### src/rtl/cordic_pkg.sv
// Shared definitions for the CORDIC job scheduler.
//   state_e            : scheduler FSM states
//   REQ_A / REQ_B      : requester ID encoding used on res_id_o and last-served
//   DATA_WIDTH_DEFAULT : default angle/result word width
package cordic_pkg;

    localparam int DATA_WIDTH_DEFAULT = 8;

    localparam logic REQ_A = 1'b0;
    localparam logic REQ_B = 1'b1;

    typedef enum logic [1:0] {
        ST_IDLE,
        ST_ISSUE,
        ST_WAIT,
        ST_RESP
    } state_e;

endpackage

### src/rtl/rr_arbiter2.sv
// Two-input round-robin grant.
//   valid_a_i / valid_b_i : requests
//   last_served_i         : ID of the requester served most recently
//   grant_a_o / grant_b_o : one-hot (or zero) grant
// On a tie the requester that was not served last wins.
module rr_arbiter2
    import cordic_pkg::*;
(
    input  logic valid_a_i,
    input  logic valid_b_i,
    input  logic last_served_i,
    output logic grant_a_o,
    output logic grant_b_o
);

    assign grant_a_o = valid_a_i & (~valid_b_i | (last_served_i == REQ_B));
    assign grant_b_o = valid_b_i & (~valid_a_i | (last_served_i == REQ_A));

endmodule

### src/rtl/cordic_job_scheduler.sv
// Shares one iterative CORDIC core between requesters A and B.
//   req_a_* / req_b_* : valid/ready angle job inputs (ready is combinational)
//   cordic_*          : z angle + start strobe out, x/y results + done strobe in
//   res_*             : result channel (valid/ready), tagged with requester ID,
//                       res_err_o marks a timeout abort (cos/sin forced to 0)
//   busy_o            : scheduler not idle
module cordic_job_scheduler
    import cordic_pkg::*;
#(
    parameter int DATA_WIDTH     = DATA_WIDTH_DEFAULT,
    parameter int TIMEOUT_CYCLES = 32
) (
    input  logic                  clk_i,
    input  logic                  rst_i,
    input  logic                  req_a_valid_i,
    input  logic [DATA_WIDTH-1:0] req_a_angle_i,
    output logic                  req_a_ready_o,
    input  logic                  req_b_valid_i,
    input  logic [DATA_WIDTH-1:0] req_b_angle_i,
    output logic                  req_b_ready_o,
    output logic [DATA_WIDTH-1:0] cordic_z_o,
    output logic                  cordic_start_o,
    input  logic [DATA_WIDTH-1:0] cordic_x_i,
    input  logic [DATA_WIDTH-1:0] cordic_y_i,
    input  logic                  cordic_done_i,
    output logic                  res_valid_o,
    input  logic                  res_ready_i,
    output logic                  res_id_o,
    output logic [DATA_WIDTH-1:0] res_cos_o,
    output logic [DATA_WIDTH-1:0] res_sin_o,
    output logic                  res_err_o,
    output logic                  busy_o
);

    localparam int                CNT_W    = $clog2(TIMEOUT_CYCLES);
    localparam logic [CNT_W-1:0]  CNT_LAST = CNT_W'(TIMEOUT_CYCLES - 1);

    state_e                state_q, state_d;
    logic [DATA_WIDTH-1:0] z_q, z_d;
    logic                  id_q, id_d;
    logic                  last_q, last_d;
    logic [CNT_W-1:0]      cnt_q, cnt_d;
    logic [DATA_WIDTH-1:0] cos_q, cos_d;
    logic [DATA_WIDTH-1:0] sin_q, sin_d;
    logic                  err_q, err_d;

    logic grant_a, grant_b;

    rr_arbiter2 u_arb (
        .valid_a_i     (req_a_valid_i),
        .valid_b_i     (req_b_valid_i),
        .last_served_i (last_q),
        .grant_a_o     (grant_a),
        .grant_b_o     (grant_b)
    );

    // Ready is masked by reset so no handshake is advertised while held in reset.
    assign req_a_ready_o  = rst_i & (state_q == ST_IDLE) & grant_a;
    assign req_b_ready_o  = rst_i & (state_q == ST_IDLE) & grant_b;
    assign cordic_start_o = (state_q == ST_ISSUE);
    assign cordic_z_o     = z_q;
    assign res_valid_o    = (state_q == ST_RESP);
    assign res_id_o       = id_q;
    assign res_cos_o      = cos_q;
    assign res_sin_o      = sin_q;
    assign res_err_o      = err_q;
    assign busy_o         = (state_q != ST_IDLE);

    always_comb begin
        state_d = state_q;
        z_d     = z_q;
        id_d    = id_q;
        last_d  = last_q;
        cnt_d   = cnt_q;
        cos_d   = cos_q;
        sin_d   = sin_q;
        err_d   = err_q;
        case (state_q)
            ST_IDLE: begin
                if (req_a_ready_o || req_b_ready_o) begin
                    z_d     = req_b_ready_o ? req_b_angle_i : req_a_angle_i;
                    id_d    = req_b_ready_o ? REQ_B : REQ_A;
                    state_d = ST_ISSUE;
                end
            end
            ST_ISSUE: begin
                cnt_d   = '0;
                state_d = ST_WAIT;
            end
            ST_WAIT: begin
                // done takes priority over a coincident timeout
                if (cordic_done_i) begin
                    cos_d   = cordic_x_i;
                    sin_d   = cordic_y_i;
                    err_d   = 1'b0;
                    state_d = ST_RESP;
                end else if (cnt_q == CNT_LAST) begin
                    cos_d   = '0;
                    sin_d   = '0;
                    err_d   = 1'b1;
                    state_d = ST_RESP;
                end else begin
                    cnt_d = cnt_q + CNT_W'(1);
                end
            end
            ST_RESP: begin
                if (res_ready_i) begin
                    last_d  = id_q;
                    state_d = ST_IDLE;
                end
            end
            default: state_d = ST_IDLE;
        endcase
    end

    always_ff @(posedge clk_i or negedge rst_i) begin
        if (!rst_i) begin
            state_q <= ST_IDLE;
            z_q     <= '0;
            id_q    <= REQ_A;
            last_q  <= REQ_B;   // A wins the first tie
            cnt_q   <= '0;
            cos_q   <= '0;
            sin_q   <= '0;
            err_q   <= 1'b0;
        end else begin
            state_q <= state_d;
            z_q     <= z_d;
            id_q    <= id_d;
            last_q  <= last_d;
            cnt_q   <= cnt_d;
            cos_q   <= cos_d;
            sin_q   <= sin_d;
            err_q   <= err_d;
        end
    end

endmodule

### config.mk
export PLATFORM = sky130hd
export DESIGN_NAME = cordic_job_scheduler
export DESIGN_NICKNAME = d
export VERILOG_FILES = /design/src/rtl/cordic_pkg.sv /design/src/rtl/rr_arbiter2.sv /design/src/rtl/cordic_job_scheduler.sv
export SDC_FILE = /design/constraint.sdc
export NUM_CORES = 1
export LEC_CHECK = 0
export CORE_MARGIN = 1
export CORE_UTILIZATION = 42
export CTS_CLUSTER_SIZE = 14
export DETAILED_ROUTE_END_ITERATION = 6
export PLACE_DENSITY = 0.8
export SKIP_LAST_GASP = 1
export SLEW_MARGIN = 25
export SYNTH_ARGS = -nofsm -noshare
export SYNTH_HDL_FRONTEND = slang
export SYNTH_SLANG_ARGS = --single-unit
### constraint.sdc
create_clock -name clk_i -period 2.5 [get_ports clk_i]
set_input_delay 0.5 -clock clk_i [delete_from_list [all_inputs] [get_ports clk_i]]
set_output_delay 0.5 -clock clk_i [all_outputs]
set_load 0.05 [all_outputs]
==> results of run 1 <==
[how the worst min path moves through the flow]
stage | start | end | slack, ps | cells after the start
floorplan | rst_i | cnt_q[0] | 200 | 0
CTS | rst_i | res_sin_o[5] | 150 | 1
detailed placement | rst_i | cordic_z_o[0] | 450 | 1
finish | rst_i | res_sin_o[6] | 150 | 1
global placement | rst_i | cordic_z_o[6] | 440 | 1
global route | rst_i | res_sin_o[5] | 150 | 1
[metrics by stage]
stage | total power [µW] | hold slack [ps] | instances | area (µm²) | setup WS (ps)
global route | 3458 | 153.6 | 257 | 2444 | 81.90
finish | 3283 | 153.4 | 257 | 2444 | 216.7
global placement | 2855 | 440.8 | 250 | 2361 | 312.1
CTS | 3307 | 147.5 | 257 | 2441 | 37.96
floorplan | 2243 | 204.4 | 136 | 1602 | 353.8
detailed placement | 2918 | 450.7 | 250 | 2361 | 211.2
[routing by layer]
metal	global-route usage	routed length (µm)
met5	0	0
met4	0.08239	69
met2	0.3697	1944
met3	0.06964	353
met1	0.2433	1597
[synth_stat cells, drive strengths merged]
master and n:
mux2 2, a222oi 1, nand3 3, a22o 18, and3 1, dfrtp 33, o22ai 1, a311o 1
o21ai 4, nor4 1, clkbuf 3, a21oi 2, clkinvlp 1, a31oi 1, and2 10, nor2b 1
o211ai 1, nor2 5, or2 3, nor3b 9, nand2 4, buf 4, o21a 1, inv 8
a221o 8, o211a 1, mux2i 1, ha 7, dfstp 1
[final cells by class]
type                            count  area (µm²)
Clock inverter                      1       7.507
Inverter                            9       35.03
Sequential cell                    34       852.1
Timing Repair Buffer               73       735.7
Clock buffer                        6       72.57
Tap cell                           48       60.06
Multi-Input combinational cell     86       680.7
Fill cell                         293        1217
[cells by family (layout without fill, tap and decap cells)]
family / count (synthesis) / after routing
adders and majority gates: 7 / 7
buffers and inverters: 16 / 89
muxes: 3 / 3
and+or+nand+nor: 37 / 37
DFF: 34 / 34
AOI/OAI and AO/OA: 39 / 39
[sequential cells by signal, indices dropped and copies added (netlist names)]
signal and flops:
res_id_o 1, state_q 2, res_sin_o 8, cordic_z_o 8
res_cos_o 8, last_q 1, cnt_q 5, res_err_o 1
[report_power, final]
part           total, µW  switching [µW]  internal [µW]  leakage [µW]
logic               1980            1240            738      0.000610
clock network        374             184            191     0.0000373
registers            931             143            788      0.000425
total               3280            1570           1720       0.00107
[what timing repair did]
| item | in CTS | in global routing |
|---|---|---|
| endpoints found under the setup margin | 0 | 1 |
| setup buffers | 0 | 0 |
| gates resized for setup | 0 | 1 |
| endpoints found under the hold margin | 0 | 0 |
==> reports/results.txt, run 1 <==
GPL Wtd Cong = 0.8055
Drt drc = 0
CP cell instances = inv_1 > ha_1 > nand3_2 > or2_1 > inv_1 > buf_12
Worst Skew = 5.609 ps
RSZ-0062 raised after global routing = no
RR Endpoint = state_q[1]
Pwr dens = 1343 mW/mm²
Synthesized flop and latch total = 34
# port buffers = 68
Synth Area in XOR/XNOR = 0
Util after Layout = 0.6675
Vias per std cell = 5.304
Initial antenna violation count = 0
Stages on worst setup path = 6
Crit path DAT = 1780 ps
Setup violators final = 0
CP endpoint = req_b_ready_o
Most used cell, CP = inv_1
GRT overflow = 0
DP HPWL = 3032 µm
Max_slew headroom = 0.6042
Reg2Reg Depth = 5
Tmin final = 2283 ps
Sequential fraction of the synthesis area = 0.5320
Syn nets = 181
Initial Util = 0.4375
Skew-Pair Late Insertion Delay = 280 ps
VDD IR-drop max = 665.5 µV
Most frequent cells in the layout = 64 x clkdlybuf4s50_1, 33 x dfrtp_1, 18 x a22o_1
Startpoint types = register
Share of layout cells above drive strength 1 = 0.09091
Core ar. = 0.003661 mm²
CTS Sinks = 34
Max cap viols = 0
GRT Util Overall = 0.2139
Die ar. = 0.004064 mm²
Post-Synthesis Cells = 136
Die W = 63.75 µm
Most common cell after layout, fill and taps aside = clkdlybuf4s50_1
Max Slew Vio Count = 0
Worst-path fanout max = 6
Main area contributors after synthesis = dfrtp_1 52%, a22o_1 9.8%, ha_1 5.5%, a221o_1 5.0%, nor3b_1 4.2%
Synth Area in Compound Gates = 0.2117
Clock H-tree levels = 2
Post-synth top area cell = dfrtp_1
Clock slew at reported path FFs = 70 ps
Top cell type's share of synthesized area = 0.5156
CP endpoint kind = output port
P&R area growth vs syn = 52.58%
First-pass GRT wire length = 6582 µm
Largest net degree at the start of global routing = 23
R2R setup slack = 390 ps
Simple-gate share of the synthesized area = 0.1383
Main combinational cell family by area after synthesis = compound AO/OA/AOI/OAI gates
Hold Path Class = primary input to asynchronous set/reset pin
CP Launch Point = state_q[0]
Kind of cell adding the most delay to the critical path = flip-flops
Final worst path period share = 0.9133
Cell Area, Synth = 0.001602 mm²
WP buf/inv = 3
Status = complete, no violations
Site row count = 22
Netlist cell types = 34
Chip height = 63.75 µm
First DRT Iteration DRCs = 56
DR pass1 iterations = 4
Synthesis Warnings = 0
Mux cell area share after synthesis = 0.02031
Total Wirelength = 3965 µm
Antenna cells = 0
FMAX = 438.0 MHz
Vias = 1363
Average wire per standard cell = 15.43 µm
Slew of the pin with the lowest slew margin = 593.8 ps
Leakage = 0.001072 µW
Crit Path Category = register to output port
Layout Nets = 254
TritonCTS clock tree = yes
Post-Syn Area per Cell = 11.78 µm²
Number of global-route vias before repair = 1405
Clock Tree Buf Depth = 2
Reg2reg start = state_q[0]
Setup TNS = 0 ps
Critical Path RT = 2000 ps
Total CTS buffers = 5
Hold-fix buffers at CTS = 0
Root Buffer = clkbuf_8
Crit-path max cell delay = 400 ps
Final Hold Viols = 0
Post-DRT Antenna Nets = 0
Adder-cell area share of the yosys netlist = 0.05469
IO Count = 69
Slowest CP cell = dfrtp_1
Power figures use the tool's default switching activity.
==> run 2, diff against run 1 <==
--- a/config.mk
+++ b/config.mk
@@ -10,6 +10,7 @@
 export CTS_CLUSTER_SIZE = 14
 export DETAILED_ROUTE_END_ITERATION = 6
 export PLACE_DENSITY = 0.8
+export SETUP_SLACK_MARGIN = 0.3
 export SKIP_LAST_GASP = 1
 export SLEW_MARGIN = 25
 export SYNTH_ARGS = -nofsm -noshare
==> run 2 against run 1 <==
Non-clock buffer count is the same; worst hold slack lost 2.0 ps; routed wire length shrank 0.40%; highest routed layer unchanged; flip-flop and latch count is the same; register-to-register slack gained 140 ps; critical path depth is the same; global-route usage grew 0.12 points.
==> reports/results.txt, run 2 (synthesized netlist as in run 1, its figures left out) <==
Worst Skew = 6.138 ps
Max Slew Vio Count = 0
Crit path DAT = 1620 ps
Vias = 1355
CTS Sinks = 34
Leakage = 0.001094 µW
Total CTS buffers = 5
Core ar. = 0.003661 mm²
RSZ-0062 raised after global routing = yes
Area of the multi-input gates = 696.9 µm²
TritonCTS clock tree = yes
Gates resized, CTS repair = 5
Slew of the pin with the lowest slew margin = 593.8 ps
Reg2Reg Depth = 6
Skew-Pair Late Insertion Delay = 280 ps
DP HPWL = 3032 µm
Critical Path RT = 2000 ps
Most common cell after layout, fill and taps aside = clkdlybuf4s50_1
Tmin final = 2122 ps
Total Wirelength = 3949 µm
Hold Slack = 151.5 ps
Hold-fix buffers at CTS = 0
Status = complete, no violations
Crit Path Category = register to output port
Clock Tree Buf Depth = 2
Initial antenna violation count = 0
First DRT Iteration DRCs = 86
Antenna cells = 0
Hold Path Class = primary input to asynchronous set/reset pin
Drt drc = 0
Setup TNS = 0 ps
Clock slew at reported path FFs = 70 ps
Max_slew headroom = 0.6042
GRT overflow = 0
Share of layout cells above drive strength 1 = 0.1053
CP endpoint kind = output port
Average wire per standard cell = 15.37 µm
Root Buffer = clkbuf_8
P&R area growth vs syn = 53.52%
Pwr dens = 1347 mW/mm²
Die W = 63.75 µm
First-pass GRT wire length = 6637 µm
Number of global-route vias before repair = 1426
Post-CTS setup buffers = 0
Vias per std cell = 5.272
Setup violators final = 0
VDD IR-drop max = 665.0 µV
# port buffers = 68
Chip height = 63.75 µm
Sequential Area = 852.1 µm²
Final Hold Viols = 0
Post-DRT Antenna Nets = 0
Startpoint types = register
Initial Util = 0.4375
Largest net degree at the start of global routing = 23
DR pass1 iterations = 4
Fillers = 294
GRT Util Overall = 0.2150
Clock H-tree levels = 2
Total power = 3312 µW
Worst-path fanout max = 6
IO Count = 69
Die ar. = 0.004064 mm²
Final WS setup = 378.0 ps
FMAX = 471.3 MHz
GPL Wtd Cong = 0.8055
Pre-CTS setup slack = 211.2 ps
Most frequent cells in the layout = 60 x clkdlybuf4s50_1, 33 x dfrtp_1, 18 x a22o_1
Final worst path period share = 0.8488
Site row count = 22
Max cap viols = 0
Layout Nets = 254
run 2: changes by cell type in the layout (fill, tap and decap cells not counted):
cell	previous run	this run
dlygate4sd2_1	0	3
a21oi_1	2	1
inv_1	8	7
ha_4	0	1
a21oi_2	0	1
dlymetal6s2s_1	1	2
inv_2	0	1
clkdlybuf4s50_1	64	60
ha_1	7	6
run 2: layer usage:
metal,wire length [µm],GRT usage,part of all wire
met5,0,0,0
met4,69,0.08239,0.017
met3,329,0.06964,0.083
met2,1949,0.3723,0.49
met1,1601,0.2445,0.41
run 2: per-stage QoR:
step	util	cell area, µm²	cells
5_1_grt	0.6716	2459	257
6_report	0.6716	2459	257
3_5_place_dp	0.6449	2361	250
3_3_place_gp	0.6449	2361	250
4_1_cts	0.6675	2444	257
2_1_floorplan	-	1602	136
run 2: report_power, final:
| group | total [µW] | switching [µW] | internal, µW | leakage (µW) |
|---|---|---|---|---|
| registers | 932 | 144 | 788 | 0.000425 |
| clock network | 374 | 183 | 191 | 0.0000373 |
| logic | 2010 | 1250 | 758 | 0.000631 |
run 2: cell type report:
type / count / share of cell area
clock buffers: 6 / 0.02952
clock inverters: 1 / 0.003053
inverters: 9 / 0.01425
multi-input cells: 86 / 0.2835
flip-flops and latches: 34 / 0.3466
well taps: 48 / 0.02443
repair buffers: 73 / 0.2987
run 2: final timing paths:
path                                 end         start  slack, ps
setup / recovery           req_b_ready_o    state_q[1]        380
hold / removal              res_sin_o[6]         rst_i        150
setup reg to reg                cnt_q[3]      cnt_q[0]        530
hold reg to reg             res_sin_o[5]  res_sin_o[5]        510
max in group asynchronous         last_q         rst_i       1660
min in group clk_i          res_sin_o[5]  res_sin_o[5]        510
run 2: worst max-delay path, stage by stage (launching register included):
cell and delay, ps:
dfrtp_1 410, inv_1 150, ha_4 210, nand3_2 80
or2_1 250, inv_1 100, buf_12 140
==> run 3, diff against run 2 <==
==> constraint.sdc (replaced) <==
create_clock -name clk_i -period 2.1 [get_ports clk_i]
set_input_delay 0.42 -clock clk_i [delete_from_list [all_inputs] [get_ports clk_i]]
set_output_delay 0.42 -clock clk_i [all_outputs]
set_load 0.05 [all_outputs]
==> run 3 against run 2 <==
Power grew 21%; clock-buffer cell count grew 1; critical endpoint unchanged; highest routed layer unchanged; sequential share of layout area shrank 2.1 points; critical path type unchanged.
==> reports/results.txt, run 3 (synthesized netlist as in run 1, its figures left out) <==
Initial Util = 0.4375
RSZ-0062 raised after global routing = yes
Total power = 3998 µW
Switching portion of total power = 0.4786
# port buffers = 68
Worst-path fanout max = 3
Most frequent cells in the layout = 34 x clkdlybuf4s50_1, 33 x dfrtp_1, 28 x dlygate4sd2_1
Clock slew at reported path FFs = 60 ps
DR pass1 iterations = 4
Worst Skew = 1.416 ps
Layout Nets = 271
Clock H-tree levels = 2
Hold-fix buffers at CTS = 0
Total CTS buffers = 5
Internal = 2085 µW
IO Count = 69
Max Slew Vio Count = 0
Cell Area, Placed = 0.002427 mm²
Reg2Reg Depth = 6
First DRT Iteration DRCs = 61
Setup TNS = 0 ps
Slew of the pin with the lowest slew margin = 509.0 ps
Max cap viols = 0
Most common cell after layout, fill and taps aside = clkdlybuf4s50_1
Die W = 63.75 µm
Tmin final = 1878 ps
Post-DRT Antenna Nets = 0
Leakage = 0.001218 µW
Final worst path period share = 0.8945
Startpoint types = register
VDD IR-drop max = 871.1 µV
FMAX = 532.4 MHz
GRT Util Overall = 0.2219
Crit path DAT = 1460 ps
CTS Sinks = 34
Critical Path RT = 1680 ps
GPL Wtd Cong = 0.7724
Design area = 0.002616 mm²
Share of layout cells above drive strength 1 = 0.2379
P&R area growth vs syn = 63.36%
Stages on worst setup path = 6
Status = complete, no violations
Number of global-route vias before repair = 1480
Vias = 1456
Final Hold Viols = 0
CP cell instances = inv_2 > ha_4 > nand3_4 > or2_4 > clkinvlp_4 > buf_12
Drt drc = 0
Max_slew headroom = 0.6620
Initial antenna violation count = 0
Clock network power share = 0.120
DP HPWL = 2987 µm
Root Buffer = clkbuf_8
Die ar. = 0.004064 mm²
Slowest CP cell = dfrtp_1
GRT overflow = 0
First-pass GRT wire length = 6762 µm
Site row count = 22
Hold Slack = 225.5 ps
Crit Path Category = register to output port
Pwr dens = 1528 mW/mm²
Core ar. = 0.003661 mm²
Util after Layout = 0.7146
Total Wirelength = 4201 µm
WP buf/inv = 3
Crit-path max cell delay = 390 ps
Hold Path Class = primary input to asynchronous set/reset pin
Vias per std cell = 5.295
Kind of cell adding the most delay to the critical path = flip-flops
CP endpoint kind = output port
Skew-Pair Late Insertion Delay = 280 ps
Switching pwr = 1914 µW
Chip height = 63.75 µm
Average wire per standard cell = 15.28 µm
Largest net degree at the start of global routing = 20
Flop pwr share = 0.273
Setup violators final = 0
Antenna cells = 0
Logic gate share of total power = 0.607
TritonCTS clock tree = yes
Clock Tree Buf Depth = 2
run 3: what timing repair did:
item / in CTS / in global routing
setup endpoints to repair: 31 / 6
resized for setup: 33 / 4
setup buffers: 7 / 5
pin swaps: 3 / 3
run 3: cell type report:
type / instances / area [µm²]
Clock buffer: 7 / 86.33
Clock inverter: 1 / 5.005
Fill cell: 270 / 1045
Inverter: 9 / 38.79
Multi-Input combinational cell: 86 / 755.7
Sequential cell: 34 / 852.1
Tap cell: 48 / 60.06
Timing Repair Buffer: 90 / 818.3
run 3: per-stage QoR:
stage,setup WS [ps],instances
after floorplan,302.0,136
final,221.6,275
after CTS,213.5,270
after detailed placement,17.17,255
after global placement,37.09,255
after global routing,174.7,275
run 3: path summary, 6_finish.rpt:
check | start | endpoint | slack [ps]
min in group clk_i | last_q | last_q | 500
worst max-delay path | state_q[1] | req_b_ready_o | 220
worst min-delay path | rst_i | cnt_q[4] | 230
worst max register to register | cnt_q[0] | cnt_q[3] | 290
worst min register to register | last_q | last_q | 500
max in group asynchronous | rst_i | last_q | 1630
run 3: layer usage:
metal,routed length [µm],part of all wire,GRT usage
met5,0,0,0
met2,1985,0.47,0.3577
met1,1822,0.43,0.2702
met4,80,0.019,0.1165
met3,313,0.075,0.06071
run 3: power groups by stage:
stage / clock network [µW] / logic, µW / registers [µW]
3_3_place_gp: 0 / 2380 / 1110
2_1_floorplan: 0 / 838 / 1900
4_1_cts: 499 / 2380 / 1090
5_1_grt: 526 / 2550 / 1120
3_5_place_dp: 0 / 2440 / 1110
6_report: 479 / 2430 / 1090
==> RTL change 1 (flow settings as in run 2) <==
Reset style: synchronous (`rst_i`), changed in one clocked block.
--- a/src/rtl/cordic_job_scheduler.sv
+++ b/src/rtl/cordic_job_scheduler.sv
@@ -113,7 +113,7 @@
         endcase
     end
 
-    always_ff @(posedge clk_i or negedge rst_i) begin
+    always_ff @(posedge clk_i) begin
         if (!rst_i) begin
             state_q <= ST_IDLE;
             z_q     <= '0;
Check against the original RTL: differs if rst_i is asserted again (counterexample within 4 cycles, from zero or initial values and one cycle with rst_i low); with rst_i held inactive, the same outputs for 10 cycles.
==> RTL change 1 against run 2 <==
Cell count increased by 12%; wire length is 5.0% lower; setup slack better by 0.086 ns; via count rose by 9.5%; non-clock buffer count increased by 2; sequential cell count is the same; final area fell by 2.1%; area after synthesis is 3.0% lower; sequential share of layout area down 6.4 points; critical path type unchanged; largest cell class is now multi-input combinational cells; highest routed layer unchanged.
Power is not compared: it rests on default switching activity, and its combinational part moved more than twofold at a synthesized area within 25%.
==> RTL change 1: results (changes against run 2) <==
- In this run the critical register-to-register path is launched from cnt_q[0]$_SDFFE_PN0P_.
- The length in cells of the worst reg-to-reg path came to 7 (+1).
- The portion of netlist area occupied by mux cells is 1.29% (-0.74 points).
- The async set or reset register ratio after synthesis is 0% (-100 points).
- Among all flip-flop cells after synthesis, the most frequent one is sky130_fd_sc_hd__dfxtp_1.
- The worst slack on hold paths is 0.481 ns (+0.329 ns).
- The transition time at the pin with the least slew margin is 0.631 ns (+0.0369 ns).
- The HPWL reported at the end of detailed placement came to 2790 um (-7.9%).
- The worst slack at placement is 0.270 ns (+0.0584 ns).
- The met1 layer wirelength in the final routing came to 1790 um (+12%).
- The arrival time reported for the critical path endpoint came to 1.54 ns (-0.08 ns).
- The number of placed cells counting well taps came to 282 (+13%).
- The amount of wire on met2 after detailed routing is 1720 um (-12%).
- The via density per instance was 5.13 (-2.6%).
- The compound-gate portion of the synthesized area was 23.4% (+2.3 points).
- The synthesized netlist net count is 217 (+20%).
- The maximum number of pins on one net before global-route repair was 18 (-22%).
- The fraction of layout instances using a drive strength above 1 is 8.23% (-2.3 points).
- The via count of the first global-routing pass came to 1433 (+0.49%).
- The count of different cell masters after synthesis is 29 (-15%).
- The number of cells in the finished layout apart from fillers is 289 (+12%).
- The part of the Yosys area used for sequential elements is 43.8% (-9.4 points).
- The post-CTS resize count came to 2 (-3).
- The path class of the lowest-slack min-delay path is reg2reg.
- The total routing usage reported by global routing was 21.0% (-0.46 points).
- The run finished with clean final reports.
- The final wirelength is 3750 um (-5.0%).
- The met3 layer wire length in the routed design is 144 um (-56%).
- The number of instances in the synthesized netlist is 172 (+26%).
- The slack of the worst reg-to-reg path is 0.63 ns (+0.10 ns).
- The final clock skew is 0.00941 ns (+0.00327 ns).
- Yosys attributes the largest share of cell area to sky130_fd_sc_hd__dfxtp_1 44%, sky130_fd_sc_hd__a22oi_1 7.7%, sky130_fd_sc_hd__nor2b_1 7.2%.
- The stage delay of the slowest cell on the critical path came to 0.35 ns (-0.06 ns).
- The share of synthesized cell area in full adder, half adder and majority cells is 5.64% (+0.17 points).
- The final RePlAce weighted congestion is 0.892 (+11%).
- The share of the clock period used by the worst path after layout is 81.4% (-3.4 points).
- By count the netlist is led by 34 x sky130_fd_sc_hd__dfxtp_1, 18 x sky130_fd_sc_hd__nor2b_1, 16 x sky130_fd_sc_hd__a22oi_1.
-- RTL change 1: cell types whose count changed in the layout (fill, tap and decap cells not counted), moves of 8 or more --
cell	change
sky130_fd_sc_hd__a22o_1	-18
sky130_fd_sc_hd__o21ai_0	+8
sky130_fd_sc_hd__nor3b_1	-8
sky130_fd_sc_hd__dfrtp_1	-33
sky130_fd_sc_hd__dfxtp_1	+34
sky130_fd_sc_hd__and2_1	-8
sky130_fd_sc_hd__nor3_1	+11
sky130_fd_sc_hd__a221o_1	-8
sky130_fd_sc_hd__nor2b_1	+17
sky130_fd_sc_hd__a22oi_1	+16
sky130_fd_sc_hd__a211oi_1	+8
-- RTL change 1: routing by layer --
| metal | vias up | global-route usage, % |
|---|---|---|
| met5 | - | 0 |
| met4 | 0 | 10.2 |
| met3 | 7 | 4.56 |
| met2 | 41 | 33.8 |
| met1 | 683 | 26.5 |
| li1 | 753 | - |
-- RTL change 1: worst paths after layout --
kind                                    end
hold / removal          last_q$_SDFFE_PN1P_
setup reg to reg  res_sin_o[0]$_SDFFE_PN0P_
hold reg to reg         last_q$_SDFFE_PN1P_
setup / recovery              req_b_ready_o
-- RTL change 1: final cells by class --
class	instances	share of cell area [%]
clock buffer	5	2.86
tap	46	2.39
inverter	9	1.40
clock inverter	2	0.416
sequential	34	28.3
timing repair buffer	75	31.4
multi-input combinational	118	33.2
-- RTL change 1: logic make-up (layout without fill, tap and decap cells) --
kind of cell | after synthesis | in the layout
AOI/OAI and AO/OA | 50 | 50
muxes | 2 | 2
buffers and inverters | 20 | 91
adders and majority gates | 7 | 7
DFF | 34 | 34
and+or+nand+nor | 59 | 59
-- RTL change 1: critical path, delay by kind of cell, from the launching register on --
kind,cells,cell delay (ns)
buf+inv,3,0.38
flops,1,0.35
fa+ha+maj,1,0.21
simple gates,2,0.33
-- RTL change 1: power breakdown --
| group | internal [mW] | switching [mW] | total (mW) |
|---|---|---|---|
| Combinational | 0.375 | 0.592 | 0.967 |
| Clock | 0.186 | 0.174 | 0.361 |
| Sequential | 0.620 | 0.0462 | 0.666 |
-- RTL change 1: metrics by stage --
step	area [sq um]	total power, mW
after floorplan	1550	1.30
after global placement	2310	1.61
after CTS	2390	1.97
after detailed placement	2310	1.61
final	2410	1.99
after global routing	2410	2.11
==> RTL change 2 (config.mk and constraints of run 2) <==
Made on the original files. Change the package constant `DATA_WIDTH_DEFAULT` from 8 to 10.
--- a/src/rtl/cordic_pkg.sv
+++ b/src/rtl/cordic_pkg.sv
@@ -4,7 +4,7 @@
 //   DATA_WIDTH_DEFAULT : default angle/result word width
 package cordic_pkg;
 
-    localparam int DATA_WIDTH_DEFAULT = 8;
+    localparam int DATA_WIDTH_DEFAULT = 10;
 
     localparam logic REQ_A = 1'b0;
     localparam logic REQ_B = 1'b1;
Interface: changed (7 resized); port bits go from 69 to 83. The function was not compared with the original's and may differ.
==> RTL change 2 against run 2 <==
Utilization rose by 2.5 points; power rose by 19%; wire length rose by 6.9%; sequential cell count rose by 6; setup slack improved by 0.0081 ns; combinational power rose by 20%; final area rose by 16%; sequential share of layout area rose by 0.57 points; area after synthesis rose by 14%; register-to-register slack got worse by 0.02 ns.
==> RTL change 2: results (changes against run 2) <==
- The final RePlAce weighted congestion is 0.780 (-3.2%).
- The worst slack on hold paths is 0.314 ns (+0.163 ns).
- The met1 layer wirelength in the final routing came to 1890 um (+18%).
- The transition time at the pin with the least slew margin is 0.515 ns (-0.0791 ns).
- The part of the Yosys area used for sequential elements is 54.9% (+1.7 points).
- The maximum ir drop on the vdd rail is 0.000924 V (+39%).
- The fraction of area in clock buffers and inverters was 3.43% (+0.17 points).
- The HPWL reported at the end of detailed placement was 3040 um (+0.22%).
- The clock sink count is 40 (+18%).
- The via density per instance is 5.26 (-0.16%).
- The flow ran to the end, and the final reports show no timing, DRC or antenna violations.
- By area the synthesized netlist is led by sky130_fd_sc_hd__dfrtp_1 53%, sky130_fd_sc_hd__a22o_1 11%, sky130_fd_sc_hd__a221o_1 5.5%.
- The final wirelength was 4220 um (+6.9%).
- The met3 track demand over resource in global routing came to 7.67% (+0.70 points).
- The number of port buffers is 82 (+21%).
- The number of fill cells is 315 (+7.1%).
- The fraction of layout instances using a drive strength above 1 is 9.92% (-0.61 points).
- The kind of cell with the highest combined delay along the critical path is buffers and inverters.
- The total routing usage reported by global routing was 18.8% (-2.7 points).
- The maximum number of pins on one net before global-route repair is 41 (+78%).
- The layout net count was 294 (+16%).
- The synthesized netlist net count was 206 (+14%).
- The global-route track usage on met2 is 29.9% (-7.3 points).
- The area of all placed cells without fillers is 2850 sq um (+16%).
- The flip-flop and latch area is 1000 sq um (+18%).
- The multi-input gate count came to 95 (+10%).
- The highest fanout seen on the critical path is 4 (-2).
- The switching power was 1.88 mW (+20%).
- The count of different cell masters after synthesis was 33 (-2.9%).
- The length of the first detailed-routing pass in iterations came to 5 (+1).
- The total of plain and repair buffers excluding clock buffers is 90 (+23%).
- Counting instances in the post-synthesis netlist gives the leading cell types as 39 x sky130_fd_sc_hd__dfrtp_1, 22 x sky130_fd_sc_hd__a22o_1, 12 x sky130_fd_sc_hd__and2_1.
- The stage delay of the slowest cell on the critical path is 0.53 ns (+0.12 ns).
- The total via count in the routed design came to 1537 (+13%).
## RTL change 2: changes by cell type in the layout (fill, tap and decap cells not counted), sizes merged, moves of 2 or more
cell / before / now
dlymetal6s2s: 2 / 0
and2: 10 / 12
nand2b: 0 / 2
a22o: 18 / 22
clkdlybuf4s50: 60 / 76
nor2: 5 / 2
buf: 8 / 11
dfrtp: 33 / 39
a221o: 8 / 10
or2: 3 / 1
## RTL change 2: power by group through the flow
| stage | Clock (mW) | Sequential [mW] | Combinational [mW] |
|---|---|---|---|
| after detailed placement | 0 | 1.10 | 2.41 |
| final | 0.448 | 1.10 | 2.41 |
| after CTS | 0.467 | 1.10 | 2.39 |
| after global routing | 0.500 | 1.14 | 2.55 |
| after floorplan | 0 | 1.96 | 0.731 |
| after global placement | 0 | 1.10 | 2.39 |
## RTL change 2: what timing repair did
action | in CTS | in global routing
setup endpoints to repair | 3 | 3
pin swaps | 0 | 0
gates resized for setup | 3 | 3
